===== config.mk =====
export PLATFORM = sky130hd
export DESIGN_NAME = cfnp_batch_sequencer_flat
export DESIGN_NICKNAME = d
export VERILOG_FILES = /design/src/rtl/cfnp_batch_sequencer_if.sv /design/src/rtl/cfnp_batch_sequencer.sv /design/src/flat_wrapper.sv
export SDC_FILE = /design/constraint.sdc
export NUM_CORES = 1
export LEC_CHECK = 0
export BUFFER_PORTS_ARGS = -buffer_cell sky130_fd_sc_hd__clkbuf_2
export CORE_MARGIN = 2
export CORE_UTILIZATION = 40
export CTS_CLUSTER_DIAMETER = 120
export DETAILED_ROUTE_END_ITERATION = 7
export PLACE_DENSITY = 0.59
export SLEW_MARGIN = 20
export SYNTH_ARGS = -nofsm -noshare
export SYNTH_HDL_FRONTEND = slang
export SYNTH_SLANG_ARGS = --single-unit

===== constraint.sdc =====
create_clock -name clk -period 2.6 [get_ports clk]
set_clock_uncertainty 0.05 [all_clocks]
set_input_delay 0.52 -clock clk [delete_from_list [all_inputs] [get_ports clk]]
set_output_delay 0.52 -clock clk [all_outputs]
set_load 0.02 [all_outputs]

===== src/rtl/cfnp_batch_sequencer_if.sv =====
// Handshake bundle between the batch sequencer, its host, the CFNP core and the result consumer.
interface cfnp_batch_sequencer_if #(
  parameter int DATA_W = 16,
  parameter int CNT_W  = 5
);
  logic              start;
  logic [CNT_W-1:0]  num_windows;
  logic              core_start;
  logic [CNT_W-1:0]  win_idx;
  logic              core_done;
  logic [DATA_W-1:0] core_odata;
  logic [DATA_W-1:0] out_data;
  logic              out_valid;
  logic              out_ready;
  logic              busy;
  logic              done;
  logic              err_timeout;

  modport master (
    output start, num_windows, core_done, core_odata, out_ready,
    input  core_start, win_idx, out_data, out_valid, busy, done, err_timeout
  );

  modport slave (
    input  start, num_windows, core_done, core_odata, out_ready,
    output core_start, win_idx, out_data, out_valid, busy, done, err_timeout
  );
endinterface


===== src/rtl/cfnp_batch_sequencer.sv =====
// Runs the CFNP core over a batch of windows, smooths each result and queues it in a FWFT FIFO.
module cfnp_batch_sequencer #(
  parameter int DATA_W     = 16,
  parameter int CNT_W      = 5,
  parameter int FIFO_DEPTH = 4,
  parameter int AVG_LOG2   = 0,
  parameter int TIMEOUT    = 4095
) (
  input logic                    clk,
  input logic                    rst,
  cfnp_batch_sequencer_if.slave  bus
);
  localparam int HIST_N = 1 << AVG_LOG2;
  localparam int PTR_W  = $clog2(FIFO_DEPTH);
  localparam int TMO_W  = $clog2(TIMEOUT + 1);
  localparam int SUM_W  = DATA_W + AVG_LOG2;
  localparam logic [PTR_W:0]   FIFO_FULL = FIFO_DEPTH[PTR_W:0];
  localparam logic [TMO_W-1:0] TMO_LOAD  = TMO_W'(TIMEOUT - 1);

  typedef enum logic [2:0] {S_IDLE, S_LAUNCH, S_WAIT, S_STORE, S_FINISH} state_t;

  state_t                   state_q, state_d;
  logic [CNT_W-1:0]         count_q, count_d;
  logic [CNT_W-1:0]         win_idx_q, win_idx_d;
  logic [TMO_W-1:0]         tmo_q, tmo_d;
  logic [DATA_W-1:0]        res_q, res_d;
  logic signed [DATA_W-1:0] hist_q [HIST_N];
  logic signed [DATA_W-1:0] hist_d [HIST_N];
  logic                     primed_q, primed_d;
  logic [DATA_W-1:0]        mem_q [FIFO_DEPTH];
  logic [DATA_W-1:0]        mem_d [FIFO_DEPTH];
  logic [PTR_W-1:0]         wr_ptr_q, wr_ptr_d, rd_ptr_q, rd_ptr_d;
  logic [PTR_W:0]           fcnt_q, fcnt_d;
  logic                     core_start_q, core_start_d;
  logic                     done_q, done_d;
  logic                     busy_q, busy_d;
  logic                     err_q, err_d;

  logic                     full, empty, push, pop;
  logic signed [DATA_W-1:0] hist_new [HIST_N];
  logic signed [SUM_W-1:0]  sum, avg_shift;
  logic [DATA_W-1:0]        avg;

  always_comb begin
    full  = (fcnt_q == FIFO_FULL);
    empty = (fcnt_q == '0);
    pop   = !empty && bus.out_ready;
    push  = (state_q == S_STORE) && !full;

    // The first result of a batch fills the whole history so the average starts at that value.
    hist_new[0] = res_q;
    for (int i = 1; i < HIST_N; i++) hist_new[i] = primed_q ? hist_q[i-1] : res_q;
    sum = '0;
    for (int i = 0; i < HIST_N; i++) sum = sum + SUM_W'(hist_new[i]);
    avg_shift = sum >>> AVG_LOG2;
    avg       = avg_shift[DATA_W-1:0];

    state_d      = state_q;
    count_d      = count_q;
    win_idx_d    = win_idx_q;
    tmo_d        = tmo_q;
    res_d        = res_q;
    hist_d       = hist_q;
    primed_d     = primed_q;
    err_d        = err_q;
    core_start_d = 1'b0;
    done_d       = 1'b0;

    unique case (state_q)
      S_IDLE: begin
        if (bus.start) begin
          if (bus.num_windows != '0) begin
            count_d      = bus.num_windows;
            win_idx_d    = '0;
            err_d        = 1'b0;
            primed_d     = 1'b0;
            core_start_d = 1'b1;
            state_d      = S_LAUNCH;
          end else begin
            done_d = 1'b1;
          end
        end
      end
      S_LAUNCH: begin
        tmo_d   = TMO_LOAD;
        state_d = S_WAIT;
      end
      S_WAIT: begin
        if (bus.core_done) begin
          res_d   = bus.core_odata;
          state_d = S_STORE;
        end else if (tmo_q == '0) begin
          err_d   = 1'b1;
          state_d = S_FINISH;
        end else begin
          tmo_d = tmo_q - 1'b1;
        end
      end
      S_STORE: begin
        if (!full) begin
          hist_d   = hist_new;
          primed_d = 1'b1;
          if (win_idx_q == count_q - 1'b1) begin
            state_d = S_FINISH;
          end else begin
            win_idx_d    = win_idx_q + 1'b1;
            core_start_d = 1'b1;
            state_d      = S_LAUNCH;
          end
        end
      end
      S_FINISH: begin
        if (empty) begin
          done_d  = 1'b1;
          state_d = S_IDLE;
        end
      end
      default: state_d = S_IDLE;
    endcase
    busy_d = (state_d != S_IDLE);

    mem_d    = mem_q;
    wr_ptr_d = wr_ptr_q;
    rd_ptr_d = rd_ptr_q;
    fcnt_d   = fcnt_q;
    if (push) begin
      mem_d[wr_ptr_q] = avg;
      wr_ptr_d        = wr_ptr_q + 1'b1;
    end
    if (pop) rd_ptr_d = rd_ptr_q + 1'b1;
    unique case ({push, pop})
      2'b10:   fcnt_d = fcnt_q + 1'b1;
      2'b01:   fcnt_d = fcnt_q - 1'b1;
      default: fcnt_d = fcnt_q;
    endcase
  end

  always_ff @(posedge clk) begin
    if (rst) begin
      state_q      <= S_IDLE;
      count_q      <= '0;
      win_idx_q    <= '0;
      tmo_q        <= '0;
      res_q        <= '0;
      primed_q     <= 1'b0;
      wr_ptr_q     <= '0;
      rd_ptr_q     <= '0;
      fcnt_q       <= '0;
      core_start_q <= 1'b0;
      done_q       <= 1'b0;
      busy_q       <= 1'b0;
      err_q        <= 1'b0;
      for (int i = 0; i < HIST_N; i++) hist_q[i] <= '0;
      for (int i = 0; i < FIFO_DEPTH; i++) mem_q[i] <= '0;
    end else begin
      state_q      <= state_d;
      count_q      <= count_d;
      win_idx_q    <= win_idx_d;
      tmo_q        <= tmo_d;
      res_q        <= res_d;
      primed_q     <= primed_d;
      wr_ptr_q     <= wr_ptr_d;
      rd_ptr_q     <= rd_ptr_d;
      fcnt_q       <= fcnt_d;
      core_start_q <= core_start_d;
      done_q       <= done_d;
      busy_q       <= busy_d;
      err_q        <= err_d;
      hist_q       <= hist_d;
      mem_q        <= mem_d;
    end
  end

  assign bus.core_start  = core_start_q;
  assign bus.win_idx     = win_idx_q;
  assign bus.out_data    = mem_q[rd_ptr_q];
  assign bus.out_valid   = !empty;
  assign bus.busy        = busy_q;
  assign bus.done        = done_q;
  assign bus.err_timeout = err_q;
endmodule


===== src/flat_wrapper.sv =====
// flat-port wrapper written by rule: the top's interface ports become plain ports
module cfnp_batch_sequencer_flat 
#(
  parameter int DATA_W     = 16,
  parameter int CNT_W      = 5,
  parameter int FIFO_DEPTH = 4,
  parameter int AVG_LOG2   = 0,
  parameter int TIMEOUT    = 4095
)
  (clk, rst, bus_start, bus_num_windows, bus_core_done, bus_core_odata, bus_out_ready, bus_core_start, bus_win_idx, bus_out_data, bus_out_valid, bus_busy, bus_done, bus_err_timeout);
  cfnp_batch_sequencer_if #(.DATA_W(DATA_W), .CNT_W(CNT_W)) bus_i ();
  input logic clk;
  input logic rst;
  input wire logic [$bits(bus_i.start)-1:0] bus_start;
  input wire logic [$bits(bus_i.num_windows)-1:0] bus_num_windows;
  input wire logic [$bits(bus_i.core_done)-1:0] bus_core_done;
  input wire logic [$bits(bus_i.core_odata)-1:0] bus_core_odata;
  input wire logic [$bits(bus_i.out_ready)-1:0] bus_out_ready;
  output wire logic [$bits(bus_i.core_start)-1:0] bus_core_start;
  output wire logic [$bits(bus_i.win_idx)-1:0] bus_win_idx;
  output wire logic [$bits(bus_i.out_data)-1:0] bus_out_data;
  output wire logic [$bits(bus_i.out_valid)-1:0] bus_out_valid;
  output wire logic [$bits(bus_i.busy)-1:0] bus_busy;
  output wire logic [$bits(bus_i.done)-1:0] bus_done;
  output wire logic [$bits(bus_i.err_timeout)-1:0] bus_err_timeout;
  assign bus_i.start = bus_start;
  assign bus_i.num_windows = bus_num_windows;
  assign bus_i.core_done = bus_core_done;
  assign bus_i.core_odata = bus_core_odata;
  assign bus_i.out_ready = bus_out_ready;
  assign bus_core_start = bus_i.core_start;
  assign bus_win_idx = bus_i.win_idx;
  assign bus_out_data = bus_i.out_data;
  assign bus_out_valid = bus_i.out_valid;
  assign bus_busy = bus_i.busy;
  assign bus_done = bus_i.done;
  assign bus_err_timeout = bus_i.err_timeout;
  cfnp_batch_sequencer #(.DATA_W(DATA_W), .CNT_W(CNT_W), .FIFO_DEPTH(FIFO_DEPTH), .AVG_LOG2(AVG_LOG2), .TIMEOUT(TIMEOUT)) u_core (.clk(clk), .rst(rst), .bus(bus_i));
endmodule

==> impl_metrics.csv <==
group,metric,value,unit
floorplan,fp.coreArea,12500,um^2
setup_path,critPathMaxFanout,9,
power,cellLeakagePower,2.14,nW
synthesis,syn_area_per_cell,8.54,um^2
floorplan,fp.dieH,117,um
synthesis,synthSimpleGateAreaFrac,22.2,%
synthesis,synth.mux.area_fraction,7.31,%
synthesis,yosys.area_share.xor_xnor,3.46,%
synthesis,syn_area,5070,um^2
drt,vias,4190,
worst_hold_path,hp-class,"input port to flop",
sta,worst-slew-pin-transition,0.789,ns
clocking,clock_insertion_delay_worst_skew,0.41,ns
sta,setup-violations-final,0,
synthesis,syn-num-nets,628,
clocking,cts_root_buf,"sky130_fd_sc_hd__clkbuf_16",
drt,drt.antenna.violating_nets,0,
sta,timing.hold.ws,0.281,ns
grt,grt_max_degree,100,
floorplan,initial_core_util,40.5,%
synthesis,netlist.area_leader.share,45.8,%
power,power_density,821,nW/um^2
grt,global_route_wire_length_before_repair,20000,um
synthesis,seq_area_frac_synth,45.8,%
setup_path,reg2reg_launch_point,"u_core.fcnt_q[2]",
setup_path,timing.reg2reg.worst_path_depth,9,
cells_and_area,layout-drive-gt1-share,18.4,%
worst_hold_path,holdPathEnd,"u_core.hist_new[3]",
setup_path,setup.reg_to_reg.worst_slack,0.17,ns
worst_hold_path,hold_path_depth,3,
grt,grt_overflow_total,0,
sta,maxClockFrequency,0.411,GHz
synthesis,synth_top_cells_by_area,"sky130_fd_sc_hd__dfxtp_1, sky130_fd_sc_hd__nand2_1, sky130_fd_sc_hd__a21oi_1, sky130_fd_sc_hd__mux4_2, sky130_fd_sc_hd__xor2_1",
floorplan,die_width,117,um
synthesis,post_synth_most_frequent_cells,"sky130_fd_sc_hd__nand2_1, sky130_fd_sc_hd__dfxtp_1, sky130_fd_sc_hd__a21oi_1",
sta,period_needed,2.43,ns
setup_path,critical_path.endpoint_type,"output port",
sta,final-hold-violation-count,0,
synthesis,synth-edff-count,0,
placement,place_hpwl,8150,um
drt,drt-vias-per-instance,5.09,
drt,detail_route.iter0.violations,291,
run_status,run_status,"finished, final reports clean",
setup_path,worst-setup-path-type,"flop to output port",
clocking,cts_resized,0,
grt,number_of_antenna_violations_at_the_first_check_in_global_routing,0,
synthesis,yosys.cell_count.top_type,"sky130_fd_sc_hd__nand2_1",
sta,setup_total_negative_slack,0,ns
clocking,cts_tree,"done",
clocking,htree_num_levels,4,
setup_path,critPathLaunchType,"flop",
synthesis,synth_seq_cells,116,
cells_and_area,final_nets,673,
job,cap_viol_max_count,0,
placement,portBuffers,51,
grt,grt_usage,19.4,%
synthesis,synth.yosys.warnings,0,
setup_path,cp_data_arrival_time,1.86,ns
synthesis,combinational_family_with_the_most_area_after_synthesis,"simple AND/OR/NAND/NOR gates",
drt,drc,0,
clocking,cts_hold_repair.buffers,0,
synthesis,synth.largest_area_cell,"sky130_fd_sc_hd__dfxtp_1",
setup_path,timing.critical_path.required,2.03,ns
drt,post_drt_wl_per_cell,15.0,um
clocking,clkSinkCount,116,
synthesis,synth_cell_types,51,
placement,gp_congestion,0.810,
drt,drt_pre_antenna_iters,4,
synthesis,synth-main-ff-cell,"sky130_fd_sc_hd__dfxtp_1",
grt,grt_pass1_vias,4072,
cells_and_area,area_growth,19.4,%
floorplan,std_cell_rows,41,
cells_and_area,n_fill_cell,1233,
setup_path,critical_register_to_register_path_endpoint,"u_core.fcnt_q[2]",
sta,min_period_over_period,93.5,%
floorplan,die_area,13600,um^2
synthesis,postSynth.asyncResetShare,0,%
power,vdd_drop_max,441,uV
clocking,cts_buffers,17,
clocking,clockBufferDepth,2,
sta,final_max_slew_viol_count,0,
floorplan,io_pins,52,
synthesis,synth_adder_area_share,2.37,%
worst_hold_path,min_from,"bus_core_odata[3]",
synthesis,synth_cells,593,
sta,unrepaired_setup_endpoints_after_global_routing,"false",
sta,max_slew_headroom_at_the_worst_pin,47.3,%
clocking,cts.clk_slew.worst_paths,0.05,ns
drt,route.final.wire_length,12400,um
cells_and_area,diodes,0,
synthesis,synth-compound-area-share,14.4,%
clocking,cts_post_setup_buffers_inserted,0,
## area by class of cell
cell class                      instances  area, um^2  area share, %
Clock buffer                           22         464           7.67
Clock inverter                         10         106           1.76
Inverter                               13        48.8          0.807
Multi-Input combinational cell        427        2520           41.7
Sequential cell                       116        2320           38.4
Tap cell                              172         215           3.56
Timing Repair Buffer                   63         373           6.16
## power breakdown
group | total (mW) | switching, mW | internal (mW) | leakage (nW)
Sequential | 2.02 | 0.133 | 1.88 | 0.939
Combinational | 0.702 | 0.416 | 0.285 | 0.917
Clock | 2.25 | 0.799 | 1.45 | 0.283
Total | 4.97 | 1.35 | 3.62 | 2.14
## worst max-delay path: stages (launching register included)
cell,delay [ns]
sky130_fd_sc_hd__dfxtp_1,0.64
sky130_fd_sc_hd__buf_4,0.30
sky130_fd_sc_hd__mux4_2,0.33
sky130_fd_sc_hd__clkbuf_2,0.17
## cells by family (layout without fill, tap and decap cells)
| kind of cell | after synthesis | after routing |
|---|---|---|
| XOR/XNOR | 20 | 20 |
| multiplexers | 17 | 17 |
| adder cells (fa/ha/maj) | 9 | 9 |
| flip-flops | 116 | 116 |
| buffers and inverters | 50 | 108 |
| AO/OA/AOI/OAI | 133 | 133 |
| AND/OR/NAND/NOR | 248 | 248 |
## cells in the final DEF (no fill, tap or decap), types with 8 or more instances in the layout
cell                        count
sky130_fd_sc_hd__clkbuf_2      50
sky130_fd_sc_hd__ha_1           8
sky130_fd_sc_hd__xnor2_1        8
sky130_fd_sc_hd__clkbuf_16     17
sky130_fd_sc_hd__dfxtp_1      116
sky130_fd_sc_hd__a21oi_1      105
sky130_fd_sc_hd__nor2_1        19
sky130_fd_sc_hd__xor2_1        12
sky130_fd_sc_hd__o21ai_0       10
sky130_fd_sc_hd__and2_1         8
sky130_fd_sc_hd__nand2_1      181
sky130_fd_sc_hd__buf_4         11
sky130_fd_sc_hd__inv_1         13
sky130_fd_sc_hd__mux4_2        16
## sequential cells by signal, indices dropped and copies added (netlist names), 2 cells and up
signal,flops
u_core.mem_q,64
u_core.hist_new,16
u_core.tmo_q,12
u_core.bus.win_idx,5
u_core.count_q,5
u_core.fcnt_q,3
u_core.state_q,3
u_core.rd_ptr_q,2
u_core.wr_ptr_q,2
## how the worst max path moves through the flow
stage,from,to,slack (ns),cells past startpoint
floorplan,u_core.fcnt_q[0],u_core.fcnt_q[2],0.02,11
global placement,u_core.fcnt_q[0],u_core.fcnt_q[2],0.27,9
CTS,u_core.rd_ptr_q[1],bus_out_data[12],0.15,3
global route,u_core.fcnt_q[2],u_core.fcnt_q[2],0.01,9
detailed placement,u_core.fcnt_q[2],u_core.fcnt_q[2],0.17,9
finish,u_core.rd_ptr_q[1],bus_out_data[12],0.17,3
## stage by stage
stage | setup slack, ns | total power [mW] | std cells | util [%] | area [um^2]
floorplan | 0.0208 | 2.56 | 593 | - | 5070
global placement | 0.275 | 2.73 | 791 | 43.8 | 5480
detailed placement | 0.173 | 2.75 | 791 | 43.8 | 5480
CTS | 0.155 | 5.01 | 823 | 48.3 | 6050
global route | 0.0130 | 5.19 | 823 | 48.3 | 6050
finish | 0.169 | 4.97 | 823 | 48.3 | 6050
## per-layer routing
layer  vias up  part of all wire, %  GRT usage [%]
met5         -                    0              0
met4         0                  1.5           7.76
met3        18                  4.8           5.50
met2        99                   50           31.8
met1      1966                   44           24.1
li1       2107                    -              -
No activity file was read; power rests on OpenSTA's default activity.
